`config.mk`:
```
export PLATFORM = sky130hd
export DESIGN_NAME = div_prenorm_flat
export DESIGN_NICKNAME = d
export VERILOG_FILES = /design/src/rtl/div_prenorm_if.sv /design/src/rtl/div_prenorm.sv /design/src/flat_wrapper.sv
export SDC_FILE = /design/constraint.sdc
export NUM_CORES = 1
export LEC_CHECK = 0
export ABC_AREA = 1
export CAP_MARGIN = 20
export CELL_PAD_IN_SITES_DETAIL_PLACEMENT = 0
export CELL_PAD_IN_SITES_GLOBAL_PLACEMENT = 1
export CORE_MARGIN = 1.5
export CORE_UTILIZATION = 30
export CTS_CLUSTER_DIAMETER = 100
export DETAILED_ROUTE_END_ITERATION = 10
export PLACE_DENSITY_LB_ADDON = 0.25
export SETUP_SLACK_MARGIN = 0.4
export SLEW_MARGIN = 15
export SYNTH_ARGS = -nofsm -noshare
export SYNTH_HDL_FRONTEND = slang
export SYNTH_SLANG_ARGS = --single-unit
```
`constraint.sdc`:
```
create_clock -name clk -period 3 [get_ports clk]
set_input_delay 0.45 -clock clk [delete_from_list [all_inputs] [get_ports clk]]
set_output_delay 0.45 -clock clk [all_outputs]
set_load 0.1 [all_outputs]
```
`src/rtl/div_prenorm_if.sv`:
```
// rtl/div_prenorm_if.sv - operand/result handshake bundle for the divider pre-normalizer
interface div_prenorm_if #(
  parameter int WIDTH = 28,
  parameter int SW    = $clog2(WIDTH-2)
);
  logic                in_valid;
  logic                in_ready;
  logic [WIDTH-3:0]    num_in;
  logic [WIDTH-3:0]    den_in;
  logic                out_valid;
  logic                out_ready;
  logic [WIDTH-1:0]    numerator;
  logic [WIDTH-1:0]    denominator;
  logic signed [SW:0]  exp_adj;
  logic                div_zero;
  logic                num_zero;

  // Pre-normalizer side
  modport slave (
    input  in_valid, num_in, den_in, out_ready,
    output in_ready, out_valid, numerator, denominator, exp_adj, div_zero, num_zero
  );

  // Operand source / divider side
  modport master (
    output in_valid, num_in, den_in, out_ready,
    input  in_ready, out_valid, numerator, denominator, exp_adj, div_zero, num_zero
  );
endinterface

```
`src/rtl/div_prenorm.sv`:
```
// rtl/div_prenorm.sv - Goldschmidt operand pre-normalizer; DIV_PRENORM_FAST_EN selects one-step shifting
module div_prenorm #(
  parameter int WIDTH = 28,
  parameter int SW    = $clog2(WIDTH-2)
) (
  input  logic         clk,
  input  logic         reset,
  div_prenorm_if.slave bus
);

  typedef enum logic [1:0] {
    IDLE = 2'd0,
    NORM = 2'd1,
    OUT  = 2'd2
  } state_t;

  state_t           state_q, state_d;
  logic [WIDTH-1:0] num_q, num_d;
  logic [WIDTH-1:0] den_q, den_d;
  logic [SW-1:0]    sn_q, sn_d;
  logic [SW-1:0]    sd_q, sd_d;
  logic             div_zero_q, div_zero_d;
  logic             num_zero_q, num_zero_d;

  // An operand is finished once its MSB sits at WIDTH-3, or it is zero and can never get there
  logic num_done;
  logic den_done;
  assign num_done = num_q[WIDTH-3] || (num_q == '0);
  assign den_done = den_q[WIDTH-3] || (den_q == '0);

`ifdef DIV_PRENORM_FAST_EN
  // Shifts needed to bring the MSB of a raw operand up to WIDTH-3; zero needs none
  function automatic logic [SW-1:0] lzc(input logic [WIDTH-3:0] v);
    logic [SW-1:0] c;
    logic          found;
    c     = '0;
    found = 1'b0;
    for (int i = WIDTH-3; i >= 0; i--) begin
      if (!found) begin
        if (v[i]) found = 1'b1;
        else      c     = c + 1'b1;
      end
    end
    if (!found) c = '0;
    return c;
  endfunction

  logic [SW-1:0] lz_num;
  logic [SW-1:0] lz_den;
  assign lz_num = lzc(bus.num_in);
  assign lz_den = lzc(bus.den_in);
`endif

  // Next-state and datapath: load on accept, normalize, then hold the result until consumed
  always_comb begin
    state_d    = state_q;
    num_d      = num_q;
    den_d      = den_q;
    sn_d       = sn_q;
    sd_d       = sd_q;
    div_zero_d = div_zero_q;
    num_zero_d = num_zero_q;

    case (state_q)
      IDLE: begin
        if (bus.in_valid) begin
          div_zero_d = (bus.den_in == '0);
          num_zero_d = (bus.num_in == '0);
`ifdef DIV_PRENORM_FAST_EN
          if (bus.den_in == '0) begin
            // A zero divisor passes N through untouched with no correction
            num_d = {2'b00, bus.num_in};
            den_d = '0;
            sn_d  = '0;
            sd_d  = '0;
          end else begin
            num_d = {2'b00, bus.num_in} << lz_num;
            den_d = {2'b00, bus.den_in} << lz_den;
            sn_d  = lz_num;
            sd_d  = lz_den;
          end
          state_d = OUT;
`else
          num_d   = {2'b00, bus.num_in};
          den_d   = {2'b00, bus.den_in};
          sn_d    = '0;
          sd_d    = '0;
          state_d = (bus.den_in == '0) ? OUT : NORM;
`endif
        end
      end

      NORM: begin
        // Exit is judged on the registered operands, so the last shift is seen one cycle later
        if (num_done && den_done) begin
          state_d = OUT;
        end else begin
          if (!num_done) begin
            num_d = num_q << 1;
            sn_d  = sn_q + 1'b1;
          end
          if (!den_done) begin
            den_d = den_q << 1;
            sd_d  = sd_q + 1'b1;
          end
        end
      end

      OUT: begin
        if (bus.out_ready) state_d = IDLE;
      end

      default: state_d = IDLE;
    endcase
  end

  // State and work registers; reset discards any pair in flight
  always_ff @(posedge clk) begin
    if (reset) begin
      state_q    <= IDLE;
      num_q      <= '0;
      den_q      <= '0;
      sn_q       <= '0;
      sd_q       <= '0;
      div_zero_q <= 1'b0;
      num_zero_q <= 1'b0;
    end else begin
      state_q    <= state_d;
      num_q      <= num_d;
      den_q      <= den_d;
      sn_q       <= sn_d;
      sd_q       <= sd_d;
      div_zero_q <= div_zero_d;
      num_zero_q <= num_zero_d;
    end
  end

  assign bus.in_ready    = (state_q == IDLE);
  assign bus.out_valid   = (state_q == OUT);
  assign bus.numerator   = num_q;
  assign bus.denominator = den_q;
  assign bus.exp_adj     = $signed({1'b0, sd_q}) - $signed({1'b0, sn_q});
  assign bus.div_zero    = div_zero_q;
  assign bus.num_zero    = num_zero_q;

endmodule

```
`src/flat_wrapper.sv`:
```
// flat-port wrapper written by rule: the top's interface ports become plain ports
module div_prenorm_flat 
#(
  parameter int WIDTH = 28,
  parameter int SW    = $clog2(WIDTH-2)
)
  (clk, reset, bus_in_valid, bus_num_in, bus_den_in, bus_out_ready, bus_in_ready, bus_out_valid, bus_numerator, bus_denominator, bus_exp_adj, bus_div_zero, bus_num_zero);
  div_prenorm_if #(.WIDTH(WIDTH), .SW(SW)) bus_i ();
  input  logic clk;
  input  logic reset;
  input wire logic [$bits(bus_i.in_valid)-1:0] bus_in_valid;
  input wire logic [$bits(bus_i.num_in)-1:0] bus_num_in;
  input wire logic [$bits(bus_i.den_in)-1:0] bus_den_in;
  input wire logic [$bits(bus_i.out_ready)-1:0] bus_out_ready;
  output wire logic [$bits(bus_i.in_ready)-1:0] bus_in_ready;
  output wire logic [$bits(bus_i.out_valid)-1:0] bus_out_valid;
  output wire logic [$bits(bus_i.numerator)-1:0] bus_numerator;
  output wire logic [$bits(bus_i.denominator)-1:0] bus_denominator;
  output wire logic [$bits(bus_i.exp_adj)-1:0] bus_exp_adj;
  output wire logic [$bits(bus_i.div_zero)-1:0] bus_div_zero;
  output wire logic [$bits(bus_i.num_zero)-1:0] bus_num_zero;
  assign bus_i.in_valid = bus_in_valid;
  assign bus_i.num_in = bus_num_in;
  assign bus_i.den_in = bus_den_in;
  assign bus_i.out_ready = bus_out_ready;
  assign bus_in_ready = bus_i.in_ready;
  assign bus_out_valid = bus_i.out_valid;
  assign bus_numerator = bus_i.numerator;
  assign bus_denominator = bus_i.denominator;
  assign bus_exp_adj = bus_i.exp_adj;
  assign bus_div_zero = bus_i.div_zero;
  assign bus_num_zero = bus_i.num_zero;
  div_prenorm #(.WIDTH(WIDTH), .SW(SW)) u_core (.clk(clk), .reset(reset), .bus(bus_i));
endmodule
```
== Word-level counts from Yosys, hierarchy flattened ==
Cells that the tools add are included.

* Mux-type cells: 20
* Equal/unequal tests: 8
* $add $sub $neg: 3
* Reduce and logical (&&, ||, !) cells: 13

{| class="wikitable"
|+ Operators by type and width
! operator !! count
|-
| 28-bit 2-to-1 mux || 6
|-
| 28-bit one-hot mux with 2 select lines || 2
|-
| 28-bit zero test || 2
|-
| 26-bit zero test || 2
|-
| 5-bit 2-to-1 mux || 5
|-
| 5-bit one-hot mux with 2 select lines || 2
|-
| 5-bit by 1-bit adder with 5-bit output (second input constant) || 2
|-
| 2-bit inequality test (second input constant) || 5
|-
| 2-bit 2-to-1 mux || 4
|-
| 4-bit AND reduction || 2
|-
| 2-bit one-hot mux with 3 select lines || 1
|-
| 5-bit by 5-bit subtractor with 6-bit output || 1
|-
| 3-bit AND reduction || 1
|-
| 2-bit by 1-bit == test with 1-bit output (second input constant) || 1
|-
| 2-bit == test (second input constant) || 1
|-
| 2-bit zero test || 1
|-
| 1-bit logical OR || 2
|-
| 2-bit by 1-bit inequality test with 1-bit output (second input constant) || 1
|-
| 2-bit AND reduction || 1
|-
| 2-bit nonzero test || 1
|-
| 1-bit logical AND || 1
|}

* Bits of input ports: 56
* Register bits: 70
* Output and inout port bits: 66

== Longest topological paths before layout ==
* Depth in word-level cells: 5
* Gate-level depth with buffers: 11
* Depth with buffers taken out: 11

== Worst setup path after synthesis ==
OpenSTA, ideal clock, no wires.

* Path type: register to output
* Start point: reg u_core.sd_q[0]
* End point: out bus_exp_adj[4]
* Data required time: 2.550 ns
* Path slack: -0.093 ns
* Cell stages (with the launch flop): 6
* Arrival: 2.643 ns
* Cell sequence: dfxtp_1 -> inv_1 -> ha_1 -> fa_1 -> o21ai_0 -> xor2_1

* Longest elaborated chain between the ends: 1

{| class="wikitable"
|+ RTL lines
! element !! line !! text
|-
| start, declared || div_prenorm.sv:21 || <nowiki>logic [SW-1:0] sd_q, sd_d;</nowiki>
|-
| start signal, assigned || div_prenorm.sv:124 || <nowiki>sd_q <= '0;</nowiki>
|-
| start signal, assigned || div_prenorm.sv:132 || <nowiki>sd_q <= sd_d;</nowiki>
|-
| 5-bit by 5-bit subtractor with 6-bit output || div_prenorm.sv:142 || <nowiki>assign bus.exp_adj = $signed({1'b0, sd_q}) - $signed({1'b0, sn_q});</nowiki>
|-
| end, declared || flat_wrapper.sv:19 || <nowiki>output wire logic [$bits(bus_i.exp_adj)-1:0] bus_exp_adj;</nowiki>
|}

No other way between the ends.

== Final worst setup path ==
Same ends and word-level chain as after synthesis.

==> reports/qor.json <==
{
  "drv_slew": 0,
  "reg2reg_setup_slack_ns": 1.09,
  "route.final.wire_length_um": 11500,
  "slew_headroom_pct": 61.5,
  "period_minus_slack_ns": 2.48,
  "ys_seq_area_share_pct": 36.4,
  "worst_slack_at_placement_ns": 0.754,
  "antenna_found_initial": 0,
  "post_route_clock_period_utilization_pct": 82.7,
  "pin_count": 122,
  "antennaDiodeCount": 0,
  "utilization_pct": 42.2,
  "iteration_0_drc_count_of_the_detailed_router": 195,
  "timing.final.ws_setup_ns": 0.518,
  "critical_path.slowest_cell": "sky130_fd_sc_hd__fa_1",
  "area_of_the_multi_input_gates_um2": 2100,
  "clkSinkCount": 70,
  "grt_start_max_net_pins": 46,
  "place_area_um2": 5030,
  "synth_nets": 669,
  "clock_tree.htree_level_count": 3,
  "detail_route.first_pass.iterations": 4,
  "final_hold_violations": 0,
  "max_stage_delay_on_crit_path_ns": 0.41,
  "worst_hold_path_type": "flop to flop",
  "startpoint_type": "flop",
  "clockRootBuffer": "sky130_fd_sc_hd__clkbuf_16",
  "synth_compound_area_share_pct": 14.9,
  "path_class": "flop to output pin",
  "synth_mux_area_share_pct": 0,
  "final_antenna_net_count": 0,
  "timing.hold.worst_path_depth": 2,
  "vias_per_inst": 4.53,
  "worst_pin_slew_ns": 0.575,
  "clk_pin_slew_ns": 0.05,
  "setup_violators_final": 0,
  "coreArea_um2": 12600,
  "asyncSetResetFlopFracSynth_pct": 0,
  "vias": 4038,
  "cts-hold-fix-buffers": 0,
  "port_buffers": 121,
  "layout.nets": 778,
  "fmaxAchievable_mhz": 403,
  "path_delay_family": "adder cells",
  "drive_gt1_share_pct": 14.2,
  "dieHeight_um": 116,
  "cts_inserted_buffers": 9,
  "worst_setup_path_end_kind": "output pin",
  "fill_cells": 1364,
  "drc": 0,
  "grt_pass1_wl_um": 18700,
  "yosys.area_share.simple_pct": 34.7,
  "library_cell_with_the_highest_instance_count_after_synthesis": "sky130_fd_sc_hd__nor2_1",
  "netlist_area_um2": 3850,
  "tritoncts_clock_tree": "done",
  "synth_top_family_by_area": "simple AND/OR/NAND/NOR gates",
  "clock_latency_ns": 0.33,
  "synth.cells.most_frequent": "151 x sky130_fd_sc_hd__nor2_1, 139 x sky130_fd_sc_hd__nand2_1, 70 x sky130_fd_sc_hd__dfxtp_1",
  "worstPathMaxFanout": 3,
  "detail_route.wl_per_cell_um": 12.9,
  "synth-edff-count": 0,
  "synth_ff_type": "sky130_fd_sc_hd__dfxtp_1",
  "synth_top_area_share_pct": 36.4,
  "ys.warnings.count": 0,
  "cp_num_cells": 6,
  "synth_cell_types": 33,
  "globalplace.congestion": 0.802,
  "cts_max_path_buffers": 2,
  "grt.overflow.total": 0,
  "final_instance_count_excl_fillers": 891,
  "post_synth_fa_ha_maj_area_fraction_pct": 2.80,
  "initial_utilization_pct": 30.6,
  "worst_clock_skew_ns": 0.00464,
  "die_w_um": 116,
  "synth_cells": 605,
  "synth.largest_area_cell": "sky130_fd_sc_hd__dfxtp_1",
  "timing.max_cap.violations": 0,
  "area.growth.synth_to_final_pct": 37.9,
  "path_buf_inv": 2,
  "globalRouteTotalUtil_pct": 17.7,
  "timing.critical_path.required_ns": 2.55,
  "timing.critical_path.cells": "inv_1, ha_1, fa_1, o21ai_1, xor2_2, buf_12",
  "die_area_um2": 13500,
  "final_design_area_no_fill_um2": 5310,
  "yosys_register_bits": 70,
  "dp.final_hpwl_um": 8070,
  "status": "finished clean",
  "placed_cells": 875,
  "seqCellArea_um2": 1400,
  "worst-endpoint-arrival_ns": 2.03,
  "synthesis.area_per_instance_um2": 6.36,
  "grt_setup_unrepaired": "yes",
  "synthTopCellsByArea": "sky130_fd_sc_hd__dfxtp_1 36%, sky130_fd_sc_hd__nor2_1 15%, sky130_fd_sc_hd__nand2_1 14%",
  "worst_r2r_path_depth": 7,
  "num_rows": 41,
  "number_of_global_route_vias_before_repair": 3765,
  "synth-xor-area-share_pct": 1.59
}
-- sequential cells by signal, indices dropped and copies added, names as in the netlist --
| signal | flops |
|---|---|
| u_core.bus.num_zero | 1 |
| u_core.bus.div_zero | 1 |
| u_core.state_q | 2 |
| u_core.sn_q | 5 |
| u_core.sd_q | 5 |
| u_core.bus.numerator | 28 |
| u_core.bus.denominator | 28 |
-- stage by stage --
stage	hold WS, ns	TNS [ns]
2_1_floorplan	0.439	-0.0156
3_3_place_gp	0.450	0
3_5_place_dp	0.461	0
4_1_cts	0.470	0
5_1_grt	0.483	0
6_report	0.473	0
-- placed cells by master (no fill, tap or decap), types with 6 or more instances in the layout --
cell and instances:
sky130_fd_sc_hd__nor2_1 151, sky130_fd_sc_hd__buf_4 72, sky130_fd_sc_hd__nand4_1 6, sky130_fd_sc_hd__dfxtp_1 70, sky130_fd_sc_hd__clkdlybuf4s50_1 55, sky130_fd_sc_hd__inv_1 48
sky130_fd_sc_hd__o21ai_1 47, sky130_fd_sc_hd__nor4_1 6, sky130_fd_sc_hd__o21ai_0 42, sky130_fd_sc_hd__nand3_1 8, sky130_fd_sc_hd__a21oi_1 18, sky130_fd_sc_hd__ha_1 7
sky130_fd_sc_hd__clkbuf_16 9, sky130_fd_sc_hd__nand2_1 139
-- layout make-up --
type,count,share of cell area (%)
clock buffers,16,5.30
inverters,53,3.84
multi-input cells,452,39.5
flip-flops and latches,70,26.4
well taps,172,4.05
repair buffers,128,20.9
-- per-layer routing --
| metal | routed length [um] | track usage (%) |
|---|---|---|
| met3 | 501 | 4.57 |
| met2 | 5320 | 27.6 |
| met4 | 117 | 5.04 |
| met5 | 0 | 0 |
| met1 | 5560 | 24.2 |
-- logic make-up after synthesis --
| logic type | count (synthesis) |
|---|---|
| and+or+nand+nor | 325 |
| AOI/OAI and AO/OA | 112 |
| buffers and inverters | 83 |
| DFF | 70 |
| adders and majority gates | 8 |
| xor gates and xnor gates | 7 |
-- final timing paths --
path                             startpoint                                   end
min             u_core.sn_q[4]$_SDFFE_PP0P_           u_core.sn_q[4]$_SDFFE_PP0P_
max             u_core.sd_q[0]$_SDFFE_PP0P_                        bus_exp_adj[4]
min reg2reg     u_core.sn_q[4]$_SDFFE_PP0P_           u_core.sn_q[4]$_SDFFE_PP0P_
max reg2reg  u_core.state_q[1]$_SDFFE_PP0P_  u_core.bus.numerator[7]$_SDFFE_PP0P_
-- tightest hold or removal path: cells and delay by family (launching register included) --
| family | cells | cell delay (ns) |
|---|---|---|
| compound gates | 1 | 0.05 |
| flops | 1 | 0.31 |
| simple gates | 1 | 0.06 |
-- what timing repair did --
action | 4_1_cts | 5_1_grt
resized for setup | 0 | 1
setup buffers | 0 | 0
setup endpoints to repair | 0 | 3
Power is not shown: default switching activity piles up to over one toggle a cycle in this logic, so the estimate is an artifact.
